==> config.mk <==
export PLATFORM = sky130hd
export DESIGN_NAME = window_sum_mc
export DESIGN_NICKNAME = d
export VERILOG_FILES = /design/src/rtl/window_sum_pkg.sv /design/src/rtl/window_sum_lane.sv /design/src/rtl/window_sum_mc.sv
export SDC_FILE = /design/constraint.sdc
export NUM_CORES = 1
export LEC_CHECK = 0
export CELL_PAD_IN_SITES_DETAIL_PLACEMENT = 2
export CELL_PAD_IN_SITES_GLOBAL_PLACEMENT = 2
export CORE_ASPECT_RATIO = 1.5
export CORE_MARGIN = 5
export CORE_UTILIZATION = 35
export DETAILED_ROUTE_END_ITERATION = 7
export PLACE_DENSITY = 0.85
export REMOVE_ABC_BUFFERS = 1
export SYNTH_ARGS = -nofsm -noshare
export SYNTH_HDL_FRONTEND = slang
export SYNTH_SLANG_ARGS = --single-unit
==> constraint.sdc <==
create_clock -name clk -period 16.2 [get_ports clk]
set_input_delay 3.24 -clock clk [delete_from_list [all_inputs] [get_ports clk]]
set_output_delay 3.24 -clock clk [all_outputs]
set_load 0.02 [all_outputs]
==> src/rtl/window_sum_pkg.sv <==
// Shared types and helpers for the multi-channel window rectangle-sum block.
//
// Contents:
//   fsm_state_e  - row phase of the window (first row / middle rows / last row)
//   corner_op_e  - what a lane does with the current sample (nothing, add, subtract)
//   fsm_dbg_t    - snapshot of the control path, exposed for bound checkers
//   cnt_width()  - counter width for a count range 0..n-1, at least 1 bit
package window_sum_pkg;

    typedef enum logic [1:0] {
        S_FIRST = 2'd0,
        S_MID   = 2'd1,
        S_LAST  = 2'd2
    } fsm_state_e;

    typedef enum logic [1:0] {
        OP_NONE = 2'd0,
        OP_ADD  = 2'd1,
        OP_SUB  = 2'd2
    } corner_op_e;

    typedef struct packed {
        fsm_state_e state;
        logic       accept;
        logic       final_beat;
        corner_op_e op;
    } fsm_dbg_t;

    function automatic int cnt_width(input int n);
        return (n > 2) ? $clog2(n) : 1;
    endfunction

endpackage

==> src/rtl/window_sum_lane.sv <==
// One channel of the window rectangle sum.
//
// The lane keeps a running accumulator of the corner terms seen so far in the
// current window and an output register that holds the finished sum.
//
// Ports:
//   clk, rst  - clock, synchronous active-high reset
//   en        - an input beat is accepted this cycle
//   op        - corner operation for this beat (none / add / subtract)
//   clr       - discard the accumulator after this beat (no output update)
//   last      - final beat: accumulator + this term goes to sum, accumulator clears
//   sample    - unsigned integral-image sample for this channel
//   sum       - registered window sum, two's complement, W_DATA+2 bits
module window_sum_lane
    import window_sum_pkg::*;
#(
    parameter int W_DATA = 26
) (
    input  logic              clk,
    input  logic              rst,
    input  logic              en,
    input  corner_op_e        op,
    input  logic              clr,
    input  logic              last,
    input  logic [W_DATA-1:0] sample,
    output logic [W_DATA+1:0] sum
);

    localparam int DW = W_DATA + 2;

    logic [DW-1:0] acc_q, acc_d;
    logic [DW-1:0] sum_q, sum_d;
    logic [DW-1:0] ext;
    logic [DW-1:0] term;

    always_comb begin
        // Samples are non-negative integral-image values, so zero-extend.
        ext = {2'b00, sample};
        case (op)
            OP_ADD:  term = ext;
            OP_SUB:  term = -ext;
            default: term = '0;
        endcase

        acc_d = acc_q;
        sum_d = sum_q;
        if (en) begin
            if (clr) begin
                acc_d = '0;
            end else if (last) begin
                sum_d = acc_q + term;
                acc_d = '0;
            end else begin
                acc_d = acc_q + term;
            end
        end
    end

    always_ff @(posedge clk) begin
        if (rst) begin
            acc_q <= '0;
            sum_q <= '0;
        end else begin
            acc_q <= acc_d;
            sum_q <= sum_d;
        end
    end

    assign sum = sum_q;

endmodule

==> src/rtl/window_sum_mc.sv <==
// Multi-channel window rectangle sum: D - B - C + A per channel, where A, B, C, D
// are the top-left, top-right, bottom-left and bottom-right samples of a
// WIN_H x WIN_W window streamed row-major. All channels share one handshake.
//
// Optional build macro: WINDOW_SUM_PROTO_CHECK_EN
//   When defined, din_eot is compared against the counter position on every
//   accepted beat; a mismatch sets the sticky err flag, drops the current
//   window and resynchronises the counters to the eot markers.
//   When undefined, din_eot is ignored and err is tied low.
//
// Ports:
//   clk, rst    - clock, synchronous active-high reset
//   din_valid   - input beat valid
//   din_ready   - input beat accepted when din_valid & din_ready
//   din_data    - N_CH samples, channel c at [c*W_DATA +: W_DATA]
//   din_eot     - [0] last beat of row, [1] last beat of window
//   dout_valid  - window sums valid, held with dout_data until dout_ready
//   dout_ready  - downstream accepts
//   dout_data   - N_CH sums, channel c at [c*(W_DATA+2) +: W_DATA+2]
//   err         - sticky protocol error
//
// Handshake: a beat transfers on any clock edge where valid and ready are both
// high. The producer holds data stable while valid is high and ready is low.
// din_ready = !dout_valid | dout_ready, so a new window's first beat can enter
// in the same cycle the previous result is consumed.
module window_sum_mc
    import window_sum_pkg::*;
#(
    parameter int W_DATA = 26,
    parameter int N_CH   = 2,
    parameter int WIN_H  = 24,
    parameter int WIN_W  = 24
) (
    input  logic                       clk,
    input  logic                       rst,
    input  logic                       din_valid,
    output logic                       din_ready,
    input  logic [N_CH*W_DATA-1:0]     din_data,
    input  logic [1:0]                 din_eot,
    output logic                       dout_valid,
    input  logic                       dout_ready,
    output logic [N_CH*(W_DATA+2)-1:0] dout_data,
    output logic                       err
);

    localparam int DW = W_DATA + 2;
    localparam int CW = cnt_width(WIN_W);
    localparam int RW = cnt_width(WIN_H);
    localparam logic [CW-1:0] COL_LAST    = CW'(WIN_W - 1);
    localparam logic [RW-1:0] ROW_LAST    = RW'(WIN_H - 1);
    localparam logic [RW-1:0] ROW_PRELAST = RW'(WIN_H - 2);

    fsm_state_e      state_q, state_d;
    logic [CW-1:0]   col_q, col_d;
    logic [RW-1:0]   row_q, row_d;
    logic            dout_valid_q, dout_valid_d;

    logic            accept;
    logic            col_first;
    logic            col_last;
    logic            row_last;
    logic            final_beat;
    corner_op_e      op;
    logic            lane_clr;
    logic            lane_last;
    logic            proto_err;

`ifdef WINDOW_SUM_PROTO_CHECK_EN
    logic            err_q, err_d;
    // Set after a mismatch that leaves the counters mid-window; the rest of
    // that window is consumed without producing a result.
    logic            drop_q, drop_d;
    logic [1:0]      exp_eot;
`endif

    // ---------------- output / decode logic ----------------
    always_comb begin
        din_ready  = !rst && (!dout_valid_q || dout_ready);
        accept     = din_valid && din_ready;
        col_first  = (col_q == '0);
        col_last   = (col_q == COL_LAST);
        row_last   = (row_q == ROW_LAST);
        final_beat = (state_q == S_LAST) && col_last;

        op = OP_NONE;
        case (state_q)
            S_FIRST: begin
                if (col_first)     op = OP_ADD;
                else if (col_last) op = OP_SUB;
            end
            S_LAST: begin
                if (col_first)     op = OP_SUB;
                else if (col_last) op = OP_ADD;
            end
            default: op = OP_NONE;
        endcase

`ifdef WINDOW_SUM_PROTO_CHECK_EN
        exp_eot   = {col_last && row_last, col_last};
        proto_err = accept && (din_eot != exp_eot);
        lane_clr  = proto_err || (final_beat && drop_q);
        lane_last = final_beat && !proto_err && !drop_q;
`else
        proto_err = 1'b0;
        lane_clr  = 1'b0;
        lane_last = final_beat;
`endif
    end

    // ---------------- next-state logic ----------------
    always_comb begin
        col_d        = col_q;
        row_d        = row_q;
        state_d      = state_q;
        dout_valid_d = dout_valid_q;

        if (dout_ready)            dout_valid_d = 1'b0;
        if (accept && lane_last)   dout_valid_d = 1'b1;

        if (accept) begin
            if (col_last) begin
                col_d = '0;
                row_d = row_last ? '0 : row_q + 1'b1;
            end else begin
                col_d = col_q + 1'b1;
            end

            case (state_q)
                S_FIRST: if (col_last) state_d = (WIN_H == 2) ? S_LAST : S_MID;
                S_MID:   if (col_last && row_q == ROW_PRELAST) state_d = S_LAST;
                S_LAST:  if (col_last) state_d = S_FIRST;
                default: state_d = S_FIRST;
            endcase
        end

`ifdef WINDOW_SUM_PROTO_CHECK_EN
        err_d  = err_q || proto_err;
        drop_d = drop_q;
        if (accept) begin
            if (proto_err) begin
                // Follow the markers: window end restarts, row end skips to
                // the next row, otherwise keep counting.
                if (din_eot[1]) begin
                    col_d = '0;
                    row_d = '0;
                end else if (din_eot[0]) begin
                    col_d = '0;
                    row_d = row_last ? '0 : row_q + 1'b1;
                end
                state_d = (row_d == '0)      ? S_FIRST :
                          (row_d == ROW_LAST) ? S_LAST  : S_MID;
                drop_d  = !((col_d == '0) && (row_d == '0));
            end else if (final_beat) begin
                drop_d = 1'b0;
            end
        end
`endif
    end

    // ---------------- state registers ----------------
    always_ff @(posedge clk) begin
        if (rst) begin
            state_q      <= S_FIRST;
            col_q        <= '0;
            row_q        <= '0;
            dout_valid_q <= 1'b0;
        end else begin
            state_q      <= state_d;
            col_q        <= col_d;
            row_q        <= row_d;
            dout_valid_q <= dout_valid_d;
        end
    end

`ifdef WINDOW_SUM_PROTO_CHECK_EN
    always_ff @(posedge clk) begin
        if (rst) begin
            err_q  <= 1'b0;
            drop_q <= 1'b0;
        end else begin
            err_q  <= err_d;
            drop_q <= drop_d;
        end
    end

    assign err = err_q;
`else
    logic unused_eot;
    assign unused_eot = ^din_eot;
    assign err        = 1'b0;
`endif

    assign dout_valid = dout_valid_q;

    // Observation point for bound checkers; not consumed by the datapath.
    fsm_dbg_t dbg_unused;
    assign dbg_unused = '{state: state_q, accept: accept, final_beat: final_beat, op: op};

    // ---------------- per-channel lanes ----------------
    for (genvar g = 0; g < N_CH; g++) begin : g_lane
        window_sum_lane #(
            .W_DATA (W_DATA)
        ) u_lane (
            .clk    (clk),
            .rst    (rst),
            .en     (accept),
            .op     (op),
            .clr    (lane_clr),
            .last   (lane_last),
            .sample (din_data[g*W_DATA +: W_DATA]),
            .sum    (dout_data[g*DW +: DW])
        );
    end

endmodule

# Word level (Yosys, flattened, before mapping)
# Cells that the tools add are included.
# totals
register_bits	125
inputBits	58
word_cells	55
out_inout_bits	59
# op_classes
mux	17
n_addsub	6
n_eq_ne	10
n_reduce_logical	14
# op_table
operator	n
case mux 28 bit (2 select lines)	2
adder 28 bit	2
2-to-1 mux 28 bit	2
negation 26 -> 28 bit	2
== test 5 bit (second input constant)	3
2-to-1 mux 2 bit	6
adder 5 x 1 -> 5 bit (second input constant)	2
2-to-1 mux 5 bit	2
inequality test 2 bit (second input constant)	3
case mux 2 bit (3 select lines)	1
logical AND 1 bit	5
zero test 5 bit	1
== test 2 x 1 -> 1 bit (second input constant)	2
== test 2 bit (second input constant)	2
case mux 2 bit (2 select lines)	1
AND reduction 2 bit	2
AND reduction 4 bit	1
2-to-1 mux 1 bit	3
zero test 1 bit	2
zero test 2 bit	1
nonzero test 2 bit	1
logical OR 1 bit	1

# Longest topological paths before layout
# Gate-level depths: netlist (run 1).
# depth
ltp_word	8
depth_mapped	23
ltp_nobuf	21

# Modules after synthesis
# From an unflattened synthesis (run 1), not the netlist that was laid out.
# hier_totals
cells_unflattened	1257
area_unflattened_um2	9491.6
# modules_own_cells
mod	cells_per_inst	n_inst	area_per_inst_um2	seq_area_each_um2
window_sum_lane at g_lane[1].u_lane	598	1	4429.2	1121.1
window_sum_lane at g_lane[0].u_lane	570	1	4324.1	1121.1
window_sum_mc	89	1	738.2	260.2

# Worst setup path before layout (run 1)
# OpenSTA, ideal clock, no wires.
# synth_path
kind	input-to-reg
start	in din_data[0]
end	reg g_lane[0].u_lane.sum_q[26]
arrival_time_ns	7.165
stages	18
setup_slack_ns	8.977
path_buffers	1
setup_time_ns	0.058
t_required_ns	16.142
cell_sequence	inv_1 ha_1 nor3b_1 nand3_1 or3_1 or2_2 clkbuf_1 o31ai_1 o21ai_0 ha_1 and2_0 and4_1 a21oi_1 o211ai_1 a211o_1 a31o_2 nor4b_1 a211o_1
# synth_between
elab_chain_cells	3
# synth_rtl
element	line	text
from (decl)	window_sum_mc.sv:38	input logic [N_CH*W_DATA-1:0] din_data,
negation 26 -> 28 bit	window_sum_lane.sv:41	OP_SUB: term = -ext;
case mux 28 bit (2 select lines) (*)	window_sum_lane.sv:39	case (op)
adder 28 bit (*)	window_sum_lane.sv:51	sum_d = acc_q + term;
to (signal assigned)	window_sum_lane.sv:65	sum_q <= sum_d;
to (decl)	window_sum_lane.sv:32	logic [DW-1:0] sum_q, sum_d;
# Mark *: on every way between the ends. The rest lies on a longest branch, timed or not.
# A chain may end at the register's enable or synchronous reset.

# Worst setup path in the final report (run 1)
# layout_path
start	in din_data[1]
end	reg g_lane[0].u_lane.sum_q[26]
# The elaborated chain is that of the path after synthesis.

==> out/metrics.cfg, run 1 <==
[run]
maxCapViolCount=0

[placement]
io_buffer_count=113
place_ws_ns=7.60
dpl_cell_area_sq_mm=0.0100
dp_hpwl_mm=23.9
place_congestion=0.878

[sta]
slew_headroom_pct=33.4
hold_viol_final=0
tightest_slew_ns=0.996
finalWorstSetupSlack_ns=7.95
period_minus_slack_ns=8.25
final-setup-viol-count=0
max_freq_ghz=0.121
finalCritPeriodShare_pct=50.9
report.final.slew_viol_count=0
rsz0062_at_grt=false
setup-tns-final_ns=0
skew_ns=0.00953

[finish]
area_delta_synth_final_pct=23.5
regArea_sq_mm=0.00250
fin_nets=1352
fin_util_pct=43.8
final.fill_count=2880
drive_gt1_share_pct=5.24
mostFrequentLayoutCells=nand2_1 (170), dfxtp_1 (125), o21ai_0 (123)
final_common_cell=nand2_1
stdcell_area_sq_mm=0.0107
multi_input_comb_area_sq_mm=0.00582

[detailed_routing]
ant_nets=0
routed_via_density=5.89
wire_per_inst_microns=21.8
drc=0
initialDrtViolationCount=513
drt-pass1-iter-count=4
vias=9226
wirelength_mm=34.2

[hold_path]
worstHoldPathType=register to register

[clock_tree]
cts_buffers=17
htree_levels=4
cts_resized=0
cts_setup_buffers=0
cts_tree=built
ctsHoldBuffers=0
cts.path.max_buffers=2
clk_latency_ns=0.44
clock-sinks=125
clkSlewWorstSetupHoldPaths_ns=0.06
cts_root_buf=clkbuf_16

[synthesis]
ys_async_sr_fraction_pct=0
synthFlopType=dfxtp_1
synth_top_area_share_pct=29.0
yosysWarningCount=0
yosysSeqAreaShare_pct=29.0
yosys_register_bits=125
ys_types=65
syn_area_sq_mm=0.00864
avgSynthCellArea_sq_um=7.51
synth_edf_count=0
ys_top_cells_by_area=dfxtp_1 (29%), ha_1 (9.0%), nand2_1 (7.4%)
yosysTopAreaCell=dfxtp_1
synthCells=1151

[worst_setup_path]
crit_path_end_kind=register
crit_fanout=6
startpoint_type=input port
cp.arrival_ns=8.58
rrSetupSlack_ns=9.60
required_ns=16.53
crit_type=input port to register

[global_routing]
met1_usage_pct=25.3
grt_overflow=0
use_met3_pct=4.07
antenna_found_initial=1
grt_pass1_wl_mm=55.2
grt_use_met2_pct=47.4
grt_max_degree=71
grt.busiest_layer=met2
grt_usage_pct=24.2
grt_pass1_vias=10300

[power_and_ir_drop]
peakVddDrop_uv=75.3
power_density_mw_per_mm2=100
finalPower_uw=1070
p_leak_uw=0.00409

[floorplan]
num_rows=70
die_w_microns=138
dieArea_sq_mm=0.0280
core_sq_mm=0.0243
die_h_microns=202
initial_utilization_pct=35.5
pin_count=117

[run_status]
status=completed

## metrics by stage
stage	cells	hold WS (ns)
after floorplan	1086	0.432
after global placement	1534	0.442
after detailed placement	1534	0.449
after CTS	1564	0.457
after global routing	1566	0.482
final	1566	0.455
## metal layers
layer  part of all wire [%]  wire, microns
met2                     55          18800
met1                     39          13200
met3                    3.1           1080
met5                      0              0
met4                    3.3           1120
## report_power, final
part / switching (uW) / internal [uW]
registers: 13.3 / 327
clock network: 148 / 269
logic: 195 / 117
## layout make-up
cell class | instances | area share, %
Multi-Input combinational cell | 936 | 54.6
Sequential cell | 125 | 23.4
Timing Repair Buffer | 125 | 11.4
Clock buffer | 25 | 4.92
Tap cell | 324 | 3.80
Clock inverter | 5 | 0.961
Inverter | 25 | 0.879
Antenna cell | 1 | 0.0234
## critical path, cell delays in order
cell and delay, ns:
clkdlybuf4s50_1 0.46, inv_1 0.11, ha_1 0.19, nor3b_1 0.50, nand3_1 0.37, or3_1 0.56, or2_2 0.38, o31ai_1 0.21
o21ai_0 0.13, ha_1 0.39, and2_0 0.37, and4_1 0.29, nand3_1 0.09, o211ai_1 0.46, a211o_1 0.25, a31o_2 0.20
nor4b_1 0.05, a211o_1 0.30
## cell usage after synthesis, types with 6 or more instances
cell	instances
a22oi_1	24
o31ai_1	25
nand4_1	10
nor4_1	14
a211o_1	6
or3_1	17
a22o_1	24
inv_1	25
nor3_1	29
nor2b_1	9
a31oi_1	12
nand3_1	20
dfxtp_1	125
o21ai_0	123
or4_1	9
nor3b_1	13
a211oi_1	9
nor2_1	83
a21o_1	29
or2_2	8
buf_1	7
ha_1	62
a21oi_1	101
and3_1	8
nand3b_1	6
xor2_1	18
clkbuf_1	56
nand2b_1	10
nand2_1	171
xnor2_1	35
## worst paths after layout
path	startpoint	to	cells past startpoint
min	g_lane[0].u_lane.sum[11]	g_lane[0].u_lane.sum[11]	2
max reg2reg	col_q[0]	g_lane[1].u_lane.sum[25]	20
min reg2reg	g_lane[0].u_lane.sum[11]	g_lane[0].u_lane.sum[11]	2
max	din_data[1]	g_lane[0].u_lane.sum[26]	18
## kinds of logic after synthesis
| family | count (synthesis) | share of synthesized area (%) |
|---|---|---|
| xor+xnor | 53 | 5.37 |
| compound gates | 391 | 28.4 |
| fa+ha+maj | 64 | 9.44 |
| mux | 3 | 0.348 |
| buf+inv | 90 | 3.97 |
| simple gates | 424 | 23.5 |
| other cells | 1 | 0.0434 |
| flops | 125 | 29.0 |
## sequential cells by signal, indices dropped and copies added, names as in the netlist
name / count
col_q: 5
state_q: 2
g_lane.u_lane.sum: 56
g_lane.u_lane.acc_q: 56
dout_valid: 1
row_q: 5
Note: power is estimated with default switching activity, not from simulation.
==> inputs of run 2 (changes only) <==
--- a/config.mk
+++ b/config.mk
@@ -9,9 +9,9 @@
 export CELL_PAD_IN_SITES_GLOBAL_PLACEMENT = 2
 export CORE_ASPECT_RATIO = 1.5
 export CORE_MARGIN = 5
-export CORE_UTILIZATION = 35
+export CORE_UTILIZATION = 29
 export DETAILED_ROUTE_END_ITERATION = 7
-export PLACE_DENSITY = 0.85
+export PLACE_DENSITY = 0.75
 export REMOVE_ABC_BUFFERS = 1
 export SYNTH_ARGS = -nofsm -noshare
 export SYNTH_HDL_FRONTEND = slang
==> constraint.sdc (replaced) <==
create_clock -name clk -period 6.65 [get_ports clk]
set_input_delay 1.33 -clock clk [delete_from_list [all_inputs] [get_ports clk]]
set_output_delay 1.33 -clock clk [all_outputs]
set_load 0.02 [all_outputs]
==> run 2 against run 1 <==
- clock-buffer cell count fell by 7
- die area rose by 19%
- clock skew rose by 0.0060 ns
- largest power group unchanged
- critical endpoint is now g_lane[0].u_lane.acc_q[25]
- setup slack got worse by 7.3 ns
- sequential power rose by 140%
- flip-flop and latch count did not move
- highest routed layer unchanged
- hold slack got worse by 0.0016 ns
- critical path depth did not move
- non-clock buffer count rose by 8
- cell count rose by 5.1%
- total power rose to 2.5 times the previous value
- global-route usage fell by 4.6 points
==> out/metrics.cfg, run 2 (same netlist as run 1, synthesis figures left out) <==
[run_status]
status=completed

[hold_path]
worstHoldPathType=register to register

[power_and_ir_drop]
peakVddDrop_uv=179  ; +140%
combPwrFrac_pct=27.9  ; -1.3 points
switching_share_pct=32.9  ; -0.41 points
seq_power_share_pct=30.8  ; -1.0 points
power.internal_uw=1800  ; +150%
p_leak_uw=0.00416  ; +1.5%
power_density_mw_per_mm2=246  ; +150%
p_sw_uw=881  ; +150%
power.share.clock_pct=41.3  ; +2.3 points

[sta]
final-setup-viol-count=0  ; unchanged
report.final.slew_viol_count=0  ; unchanged
period_minus_slack_ns=6.01
timing.hold.ws_ns=0.453  ; -0.00161 ns
slew_headroom_pct=41.1  ; +7.7 points
rsz0062_at_grt=false
skew_ns=0.0155  ; +0.00595 ns
tightest_slew_ns=0.882  ; -0.114 ns
hold_viol_final=0  ; unchanged
max_freq_ghz=0.166
setup-tns-final_ns=0  ; unchanged
finalCritPeriodShare_pct=90.4

[floorplan]
num_rows=77  ; +10%
dieArea_sq_mm=0.0334  ; +19%
core_sq_mm=0.0295  ; +21%
die_w_microns=151  ; +9.1%
die_h_microns=221  ; +9.4%
pin_count=117  ; unchanged
initial_utilization_pct=29.3  ; -6.2 points

[detailed_routing]
ant_nets=0  ; unchanged
routed_via_density=5.49  ; -6.8%
wirelength_mm=32.4  ; -5.3%
drc=0  ; unchanged
drt-pass1-iter-count=4  ; unchanged
wire_per_inst_microns=19.7  ; -9.9%
initialDrtViolationCount=231  ; -55%
vias=9036  ; -2.1%

[clock_tree]
cts.path.max_buffers=2  ; unchanged
clkSlewWorstSetupHoldPaths_ns=0.06  ; about the same
cts_buffers=17  ; unchanged
htree_levels=4  ; unchanged
cts_setup_buffers=0  ; unchanged
clock-sinks=125  ; unchanged
cts_root_buf=clkbuf_16
cts_resized=0  ; unchanged
clk_latency_ns=0.45  ; about the same
ctsHoldBuffers=0  ; unchanged
cts_tree=built

[placement]
dpl_cell_area_sq_mm=0.0102  ; +1.7%
dp_hpwl_mm=24.3  ; +1.5%
place_congestion=0.829  ; -5.6%
io_buffer_count=113  ; unchanged
dp_cells=1614  ; +5.2%

[worst_setup_path]
startpoint_type=input port
critPathMaxStageDelay_ns=0.60  ; +0.04 ns
required_ns=6.94  ; -9.59 ns
cp.arrival_ns=6.31  ; -2.27 ns
cp_slowest_cell=a311oi_1
crit_family=compound AO/OA/AOI/OAI gates
crit_type=input port to register
path_cells=clkdlybuf4s50_1, inv_1, ha_1, nor3b_1, nand3_1, or3_1, or2_2, o21ai_0, nand2_1, o21ai_0, ha_1, a21o_1, a2111oi_0, a21oi_1, a311oi_1, o21ai_0, xnor2_1, o21ai_0
crit_path_end_kind=register
crit_fanout=6  ; unchanged
crit_buf_inv=2  ; unchanged
cp_common_cell=o21ai_0

[global_routing]
use_met3_pct=2.78  ; -1.3 points
grt_pass1_vias=9968  ; -3.5%
grt_usage_pct=19.6  ; -4.6 points
grt_pass1_wl_mm=52.5  ; -4.7%
grt.busiest_layer=met2
grt_use_met2_pct=37.4  ; -10 points
grt_overflow=0  ; unchanged
antenna_found_initial=0  ; -1
met1_usage_pct=21.4  ; -3.9 points
grt_max_degree=63  ; -11%

[finish]
area_delta_synth_final_pct=26.0
drive_gt1_share_pct=6.16  ; +0.92 points
final_cells=1646  ; +5.1%
fin_nets=1360  ; +0.59%
final_common_cell=nand2_1
mostFrequentLayoutCells=nand2_1 (170), dfxtp_1 (125), o21ai_0 (123)
stdcell_area_sq_mm=0.0109  ; +2.0%
diodes=0  ; -1

[run]
maxCapViolCount=0  ; unchanged

## run 2: cell types whose count changed in the layout (fill, tap and decap cells not counted), sizes merged
cell,delta
clkinv,+2
clkbuf,-8
bufinv,+3
clkinvlp,+2
buf,+9
inv,+2
diode,-1
## run 2: per-layer routing
layer	up-vias	part of all wire, %
li1	4361	-
met1	4484	40
met2	142	55
met3	49	2.6
met4	0	2.5
met5	-	0
## run 2: cell type report
class / instances / area [sq um]
fillers: 3458 / 18600
multi-input cells: 936 / 5830
flip-flops and latches: 125 / 2500
repair buffers: 133 / 1290
well taps: 395 / 494
clock buffers: 18 / 439
clock inverters: 14 / 239
inverters: 25 / 93.8
## run 2: power groups by stage
stage | clock [uW] | combinational, uW | sequential [uW]
floorplan | 0 | 493 | 832
global route | 1160 | 832 | 831
global placement | 0 | 721 | 840
finish | 1110 | 746 | 826
detailed placement | 0 | 746 | 842
CTS | 1130 | 758 | 826
## run 2: through the flow
step | setup slack [ns] | power, uW | utilization, %
6_report | 0.638 | 2680 | 36.9
3_3_place_gp | 0.385 | 1560 | 34.6
5_1_grt | 0.145 | 2820 | 36.9
3_5_place_dp | 0.257 | 1590 | 34.6
2_1_floorplan | 0.528 | 1320 | -
4_1_cts | 0.592 | 2710 | 36.9
## run 2: worst paths after layout
path | startpoint | endpoint | slack (ns) | cells past startpoint
max reg2reg | col_q[0] | g_lane[0].u_lane.acc_q[25] | 0.80 | 21
max | din_data[1] | g_lane[0].u_lane.acc_q[25] | 0.64 | 18
min | g_lane[0].u_lane.sum[12] | g_lane[0].u_lane.sum[12] | 0.45 | 2
min reg2reg | g_lane[0].u_lane.sum[12] | g_lane[0].u_lane.sum[12] | 0.45 | 2
## run 2: tightest hold or removal path, stage by stage, from the launching register on
cell	delay (ns)
dfxtp_1	0.31
nand2_1	0.05
a21oi_1	0.05
==> inputs of run 3 (changes only) <==
--- a/config.mk
+++ b/config.mk
@@ -5,12 +5,14 @@
 export SDC_FILE = /design/constraint.sdc
 export NUM_CORES = 1
 export LEC_CHECK = 0
-export CELL_PAD_IN_SITES_DETAIL_PLACEMENT = 2
+export CELL_PAD_IN_SITES_DETAIL_PLACEMENT = 0
 export CELL_PAD_IN_SITES_GLOBAL_PLACEMENT = 2
 export CORE_ASPECT_RATIO = 1.5
 export CORE_MARGIN = 5
 export CORE_UTILIZATION = 29
+export CTS_BUF_LIST = sky130_fd_sc_hd__clkbuf_16
 export DETAILED_ROUTE_END_ITERATION = 7
+export GPL_TIMING_DRIVEN = 0
 export PLACE_DENSITY = 0.75
 export REMOVE_ABC_BUFFERS = 1
 export SYNTH_ARGS = -nofsm -noshare
==> run 3 against run 2 <==
- total power decreased by 4.5%
- flip-flop and latch count unchanged
- cell count decreased by 0.67%
- sequential share of layout area is essentially flat
- global-route usage decreased by 2.1 points
- combinational power fell by 4.8%
- routed wire length shrank 11%
- utilization about the same
- critical endpoint is now g_lane[0].u_lane.sum[26]
==> out/metrics.cfg, run 3 (same netlist as run 1, synthesis figures left out) <==
[run_status]
status=completed

[finish]
stdcell_area_sq_mm=0.0109  ; about the same
fin_nets=1349  ; -0.81%
diodes=0  ; unchanged
mostFrequentLayoutCells=nand2_1 (169), dfxtp_1 (125), o21ai_0 (123)
area_delta_synth_final_pct=26.1  ; about the same
drive_gt1_share_pct=5.24  ; -0.91 points
final_cells=1635  ; -0.67%
final_common_cell=nand2_1

[sta]
skew_ns=0.00842  ; -0.00706 ns
finalCritPeriodShare_pct=92.9  ; +2.5 points
tightest_slew_ns=0.982  ; +0.100 ns
hold_viol_final=0  ; unchanged
slew_headroom_pct=33.7  ; -7.5 points
period_minus_slack_ns=6.18  ; +0.168 ns
max_freq_ghz=0.162  ; -2.7%
report.final.slew_viol_count=0  ; unchanged
final-setup-viol-count=0  ; unchanged
finalWorstSetupSlack_ns=0.471  ; -0.168 ns

[placement]
place_congestion=0.798  ; -3.7%
place_ws_ns=-0.487  ; -0.744 ns
dpl_cell_area_sq_mm=0.0102  ; +0.39%
dp_hpwl_mm=21.2  ; -13%
dp_cells=1603  ; -0.68%
io_buffer_count=113  ; unchanged

[floorplan]
num_rows=77  ; unchanged
core_sq_mm=0.0295  ; unchanged
dieArea_sq_mm=0.0334  ; unchanged
die_w_microns=151  ; unchanged
die_h_microns=221  ; unchanged
pin_count=117  ; unchanged
initial_utilization_pct=29.3  ; unchanged

[power_and_ir_drop]
finalPower_uw=2560  ; -4.5%
power_density_mw_per_mm2=235  ; -4.6%
p_leak_uw=0.00414  ; -0.46%
peakVddDrop_uv=195  ; +8.9%

[global_routing]
grt_pass1_wl_mm=46.0  ; -12%
grt_pass1_vias=8503  ; -15%
grt_overflow=0  ; unchanged
grt_usage_pct=17.4  ; -2.1 points
antenna_found_initial=0  ; unchanged
grt_max_degree=76  ; +21%

[detailed_routing]
routed_via_density=5.24  ; -4.5%
wire_per_inst_microns=17.5  ; -11%
drc=0  ; unchanged
initialDrtViolationCount=444  ; +92%
vias=8569  ; -5.2%
wirelength_mm=28.7  ; -11%
drt-pass1-iter-count=5  ; +1
ant_nets=0  ; unchanged

[worst_setup_path]
startpoint_type=input port
critPathMaxStageDelay_ns=0.56  ; -0.04 ns
crit_fanout=6  ; unchanged
startpoint=din_data[1]
crit_type=input port to register
cp.arrival_ns=6.57  ; +0.26 ns
crit_buf_inv=2  ; unchanged
crit_path_end_kind=register
crit_family=simple AND/OR/NAND/NOR gates
cp_slowest_cell=or3_1
required_ns=7.04  ; +0.10 ns
timing.rr.start=col_q[0]
path_cells=clkdlybuf4s50_1, inv_1, ha_1, nor3b_1, nand3_1, or3_1, or2_2, nor4_1, o21ai_0, o21ai_0, ha_1, and2_0, and4_1, a21oi_1, o211ai_1, a211o_1, a31o_2, nor4b_1, a211o_1

[clock_tree]
cts_root_buf=clkbuf_16
clkSlewWorstSetupHoldPaths_ns=0.06  ; about the same
ctsHoldBuffers=0  ; unchanged
cts.path.max_buffers=2  ; unchanged
cts_tree=built
cts_buffers=17  ; unchanged
clock-sinks=125  ; unchanged
clk_latency_ns=0.44  ; about the same
cts_setup_buffers=0  ; unchanged
htree_levels=4  ; unchanged

[run]
maxCapViolCount=0  ; unchanged

[hold_path]
worstHoldPathType=register to register
worstHoldStart=g_lane[0].u_lane.sum[22]

-- run 3: what timing repair did --
action                     CTS  global route
cloned                       0             0
resized for setup            2             2
setup endpoints to repair   21             6
-- run 3: path summary, 6_finish.rpt --
path | endpoint | slack (ns) | cells past startpoint
max | g_lane[0].u_lane.sum[26] | 0.47 | 19
min | g_lane[0].u_lane.sum[22] | 0.45 | 2
max reg2reg | g_lane[1].u_lane.acc_q[22] | 0.57 | 20
min reg2reg | g_lane[0].u_lane.sum[22] | 0.45 | 2
-- run 3: worst register-to-register path, delay by kind of cell, from the launching register on --
kind | cells | cell delay, ns
compound gates | 7 | 2.12
xor+xnor | 1 | 0.16
fa+ha+maj | 4 | 1.18
buf+inv | 2 | 0.37
flops | 1 | 0.40
mux | 1 | 0.15
simple gates | 5 | 1.57
-- run 3: cell type report --
| class | instances | area [sq um] |
|---|---|---|
| Clock buffer | 17 | 425 |
| Clock inverter | 15 | 203 |
| Fill cell | 3152 | 18600 |
| Inverter | 25 | 93.8 |
| Multi-Input combinational cell | 936 | 5850 |
| Sequential cell | 125 | 2500 |
| Tap cell | 395 | 494 |
| Timing Repair Buffer | 122 | 1330 |
-- run 3: layer usage --
layer	track usage (%)	routed length, microns	up-vias
li1	-	-	4349
met1	19.6	11700	4022
met2	32.8	15500	169
met3	2.97	929	29
met4	5.47	524	0
met5	0	0	-
-- run 3: report_power, final --
part | leakage (uW) | internal [uW] | switching (uW)
clock | 0.000314 | 657 | 367
sequential | 0.00101 | 796 | 27.7
combinational | 0.00281 | 286 | 424
total | 0.00414 | 1740 | 818
-- run 3: stage by stage --
stage | utilization (%) | hold WS [ns] | setup TNS (ns)
2_1_floorplan | - | 0.432 | 0
3_5_place_dp | 34.8 | 0.446 | -4.70
4_1_cts | 36.9 | 0.454 | 0
6_report | 37.0 | 0.452 | 0
3_3_place_gp | 34.0 | 0.443 | -436.32
5_1_grt | 37.0 | 0.464 | -0.00317
